<file path="src/rtl/trena_scheduler.sv">
// Measurement scheduler for the trena unit: single-shot and periodic measurements with timeout,
// plus optional retry-after-timeout enabled by defining TRENA_SCHED_RETRY_EN.
module trena_scheduler #(
    parameter int TIMEOUT_CYCLES = 1000000,
    parameter int GAP_CYCLES     = 5000000,
    parameter int MAX_RETRIES    = 2
) (
    input  logic       clock,
    input  logic       reset,
    input  logic       modo_continuo,
    input  logic       unico,
    input  logic       pronto_medida,
    output logic       mensurar,
    output logic       zera_trena,
    output logic       medida_ok,
    output logic       medida_erro,
    output logic       ocupado,
    output logic [7:0] n_medidas,
    output logic [3:0] n_falhas,
    output logic [2:0] db_estado
);

    typedef enum logic [2:0] {
        IDLE      = 3'b000,
        DISPARA   = 3'b001,
        ESPERA    = 3'b010,
        FALHA     = 3'b011,
        CONCLUI   = 3'b100,
        INTERVALO = 3'b101
    } state_t;

    localparam int TW = (TIMEOUT_CYCLES > 1) ? $clog2(TIMEOUT_CYCLES) : 1;
    localparam int GW = (GAP_CYCLES > 1) ? $clog2(GAP_CYCLES) : 1;

    state_t          state;
    state_t          state_next;
    logic [TW-1:0]   timeout_cnt;
    logic [GW-1:0]   gap_cnt;
    logic            timeout_hit;
    logic            gap_done;
    logic            final_fail;

    assign timeout_hit = (timeout_cnt == TW'(TIMEOUT_CYCLES - 1));
    assign gap_done    = (gap_cnt == GW'(GAP_CYCLES - 1));

`ifdef TRENA_SCHED_RETRY_EN
    localparam int RW = (MAX_RETRIES > 0) ? $clog2(MAX_RETRIES + 1) : 1;
    logic [RW-1:0] retry_cnt;

    assign final_fail = (int'(retry_cnt) >= MAX_RETRIES);

    always_ff @(posedge clock or posedge reset) begin
        if (reset) begin
            retry_cnt <= '0;
        end else if (state == FALHA) begin
            retry_cnt <= final_fail ? '0 : retry_cnt + RW'(1);
        end else if (state == CONCLUI) begin
            retry_cnt <= '0;
        end
    end
`else
    // Every timeout is final in this build; the retry limit has no effect.
    assign final_fail = 1'b1 | (MAX_RETRIES < 0);
`endif

    // NOTE: sequential state uses non-blocking assignments so every register samples pre-edge values.
    always_ff @(posedge clock or posedge reset) begin
        if (reset) begin
            state <= IDLE;
        end else begin
            state <= state_next;
        end
    end

    // NOTE: state_next gets a default before the case so no path can infer a latch.
    always_comb begin
        state_next = state;
        case (state)
            IDLE:      if (modo_continuo || unico) state_next = DISPARA;
            DISPARA:   state_next = ESPERA;
            ESPERA: begin
                if (pronto_medida)    state_next = CONCLUI;
                else if (timeout_hit) state_next = FALHA;
            end
            FALHA: begin
                if (!final_fail)        state_next = DISPARA;
                else if (modo_continuo) state_next = INTERVALO;
                else                    state_next = IDLE;
            end
            CONCLUI:   state_next = modo_continuo ? INTERVALO : IDLE;
            INTERVALO: begin
                if (!modo_continuo) state_next = IDLE;
                else if (gap_done)  state_next = DISPARA;
            end
            default:   state_next = IDLE;
        endcase
    end

    always_comb begin
        mensurar    = (state == DISPARA);
        zera_trena  = (state == FALHA);
        medida_ok   = (state == CONCLUI);
        medida_erro = (state == FALHA) && final_fail;
        ocupado     = (state != IDLE);
        db_estado   = state;
    end

    // Both counters restart from zero on every entry into their state.
    always_ff @(posedge clock or posedge reset) begin
        if (reset) begin
            timeout_cnt <= '0;
            gap_cnt     <= '0;
        end else begin
            timeout_cnt <= (state == ESPERA) ? timeout_cnt + TW'(1) : '0;
            gap_cnt     <= (state == INTERVALO) ? gap_cnt + GW'(1) : '0;
        end
    end

    always_ff @(posedge clock or posedge reset) begin
        if (reset) begin
            n_medidas <= 8'd0;
            n_falhas  <= 4'd0;
        end else begin
            if (state == CONCLUI) n_medidas <= n_medidas + 8'd1;
            if ((state == FALHA) && final_fail && (n_falhas != 4'hF)) n_falhas <= n_falhas + 4'd1;
        end
    end

endmodule

</file>
<file path="config.mk">
export PLATFORM = sky130hd
export DESIGN_NAME = trena_scheduler
export DESIGN_NICKNAME = d
export VERILOG_FILES = /design/src/rtl/trena_scheduler.sv
export SDC_FILE = /design/constraint.sdc
export NUM_CORES = 1
export LEC_CHECK = 0
export ABC_AREA = 1
export CELL_PAD_IN_SITES_DETAIL_PLACEMENT = 0
export CELL_PAD_IN_SITES_GLOBAL_PLACEMENT = 1
export CORE_MARGIN = 2
export CORE_UTILIZATION = 47
export DETAILED_ROUTE_END_ITERATION = 10
export DONT_BUFFER_PORTS = 1
export MAX_ROUTING_LAYER = met4
export PLACE_DENSITY = 0.79
export RECOVER_POWER = 25
export SLEW_MARGIN = 20
export SYNTH_ARGS = -nofsm -noshare
export SYNTH_HDL_FRONTEND = slang
export SYNTH_SLANG_ARGS = --single-unit
</file>
<file path="constraint.sdc">
create_clock -name clock -period 2.6 [get_ports clock]
set_clock_uncertainty 0.2 [all_clocks]
set_input_delay 0.78 -clock clock [delete_from_list [all_inputs] [get_ports clock]]
set_output_delay 0.78 -clock clock [all_outputs]
set_load 0.005 [all_outputs]
</file>
==> results.toml <==
[cts]
path_clk_slew_ns = 0.07
cts-buffers-inserted = 9
clockRootBuffer = "clkbuf_8"
cts_sinks = 58
cts_resized = 0
tritoncts = "done"
cts_buffer_depth = 2
postCtsSetupBuffers = 0
postCtsHoldBufs = 0
htreeDepth = 3
insertion_delay_ns = 0.34

[min_path]
holdCritPathClass = "reg -> reg"
min_path_cells = 1

[drt]
postRouteAntennaNets = 0
post_drt_wl_per_cell_um = 12.7
drt_pass1_iterations = 4
drt_iter0_drc = 137
vias = 2634
viasPerCell = 4.79
drc_errors = 0
routed_wl_um = 6980

[timing]
finalSetupTns_ns = 0
drv_slew = 0
setup_violations = 0
fmax_mhz = 460
layout_min_cycle_time_ns = 2.18
min_period_over_period = 0.837
rsz0062_at_grt = "no"
final_hold_viol_count = 0
layout_setup_ws_ns = 0.424
slew_headroom = 0.0433
max_slew.worst_pin.slew_ns = 1.44

[logic_synthesis]
synth_cell_types = 30
syn_area_per_cell_um2 = 7.48
syn_inst = 439
ys_warn_count = 0
syn_area_mm2 = 0.00328
synth_nets = 448
ys_ff_latch = 58
yosysSeqAreaShare = 0.442

[power_and_ir_drop]
p_per_area_mw_per_mm2 = 693
p_seq_frac = 0.451
total_power_mw = 2.50
p_clk_frac = 0.375
pwr-share-comb = 0.174
p_switching_mw = 0.802
p_int_mw = 1.70
sw_frac_of_total = 0.320
peakVddDrop_mv = 0.380
p_leak_nw = 1.43

[final_layout]
final_cell_mix = "nand2_1 (115), nor2_1 (85), dfrtp_1 (58), inv_1 (42), nand3_1 (29)"
syn2layout_area_growth_pct = 9.98
final_common_cell = "nand2_1"
antenna_cells = 0
finalInstanceArea_mm2 = 0.00361
nets = 458
final_util = 0.532
drive_gt1_frac = 0.130

[place]
gp_congestion = 0.849
io_buffers = 0
dpl-instance-area_mm2 = 0.00341
dp_slack_ns = 0.774
place_hpwl_um = 5300

[setup_path]
reg2reg_slack_ns = 0.84
max_stage_delay_ns = 0.48
r2r-end = "gap_cnt[16]"
crit_end = "medida_erro"
path_class = "reg -> out"
path_delay_family = "flip-flops"
crit_fanout = 7
endpoint_kind = "output pin"
critPathLaunchType = "flop"
worstPathRequired_ns = 1.62
arrival_ns = 1.20
cp_slowest_cell = "dfrtp_1"
path_buf_inv = 0
critPathLaunch = "db_estado[2]"
worstPathCellList = "nor3_4"
r2r_start = "gap_cnt[0]"
reg2regPathDepth = 7
path_depth = 1

[floorplanning]
die_w_um = 87.6
start_util = 0.483
rows = 30
core_area_mm2 = 0.00679
dieArea_mm2 = 0.00767
die_h_um = 87.6
io_pins = 25

[grt]
grt_pass1_wl_um = 11800
gr-total-overflow = 0
grt_max_degree = 59
antenna_found_initial = 0
track_usage = 0.208
first_global_vias = 2493

[flow_run]
max_cap_violations = 0

[status]
status = "complete, no violations"
synthesized netlist by cell type:
cell,number,area [um2]
buf_2,1,5.00
nor3b_1,2,15.0
nand4_1,4,25.0
nor2_1,85,319
inv_1,42,158
nand4_2,1,12.5
nor2_2,16,100
nand3_2,1,10.0
o21a_1,2,15.0
and2_1,1,6.26
o21ai_0,12,60.1
nor2_4,5,56.3
nand3_1,29,145
dfrtp_1,58,1450
buf_6,1,11.3
o21bai_1,1,7.51
nand2_2,10,62.6
xnor2_1,8,70.1
or3_1,1,6.26
xor2_1,12,105
nor3_4,1,16.3
nor3_1,3,15.0
nor3_2,2,20.0
inv_2,5,18.8
nand2_1,115,432
buf_4,1,7.51
a21oi_1,14,70.1
ha_1,4,50.1
inv_4,1,6.26
nand3b_1,1,7.51
flip-flops by register name (all words and copies together) (netlist names):
signal / flops
gap_cnt: 23
db_estado: 3
n_medidas: 8
n_falhas: 4
timeout_cnt: 20
cells by family (layout without fill, tap and decap cells):
kind of cell / Yosys count / in the layout / synth area share
simple gates: 277 / 277 / 0.380
flops: 58 / 58 / 0.442
buf+inv: 51 / 66 / 0.0629
compound gates: 29 / 29 / 0.0465
xor+xnor: 20 / 20 / 0.0533
fa+ha+maj: 4 / 4 / 0.0152
metal layers:
layer / routed length [um] / up-vias / track usage / part of all wire
li1: - / 1386 / - / -
met1: 3350 / 1212 / 0.270 / 0.48
met2: 3380 / 28 / 0.324 / 0.48
met3: 163 / 8 / 0.0434 / 0.023
met4: 89 / 0 / 0.0713 / 0.013
met5: 0 / - / - / 0
power groups by stage:
stage,combinational (mW),clock [mW],sequential [mW]
finish,0.435,0.938,1.13
global route,0.503,1.01,1.15
CTS,0.446,0.959,1.13
detailed placement,0.445,0,1.15
global placement,0.436,0,1.15
floorplan,0.362,0,1.11
through the flow:
| step | hold WS (ns) | cells |
|---|---|---|
| finish | 0.258 | 550 |
| global route | 0.291 | 550 |
| CTS | 0.180 | 550 |
| detailed placement | 0.253 | 534 |
| global placement | 0.247 | 534 |
| floorplan | 0.233 | 439 |
worst min path at each step:
stage                     slack, ns              to      startpoint
final                          0.26  timeout_cnt[0]  timeout_cnt[0]
after global routing           0.29  timeout_cnt[0]  timeout_cnt[0]
after CTS                      0.18  timeout_cnt[2]           reset
after detailed placement       0.25  timeout_cnt[0]  timeout_cnt[0]
after global placement         0.25  timeout_cnt[0]  timeout_cnt[0]
after floorplan                0.23  timeout_cnt[0]  timeout_cnt[0]
cell type report:
| type | count | area (um2) |
|---|---|---|
| fill | 674 | 3180 |
| inverter | 48 | 183 |
| multi-input combinational | 330 | 1630 |
| tap | 96 | 120 |
| clock inverter | 5 | 77.6 |
| timing repair buffer | 2 | 12.5 |
| clock buffer | 11 | 141 |
| sequential | 58 | 1450 |
No activity file was read; power rests on OpenSTA's default activity.
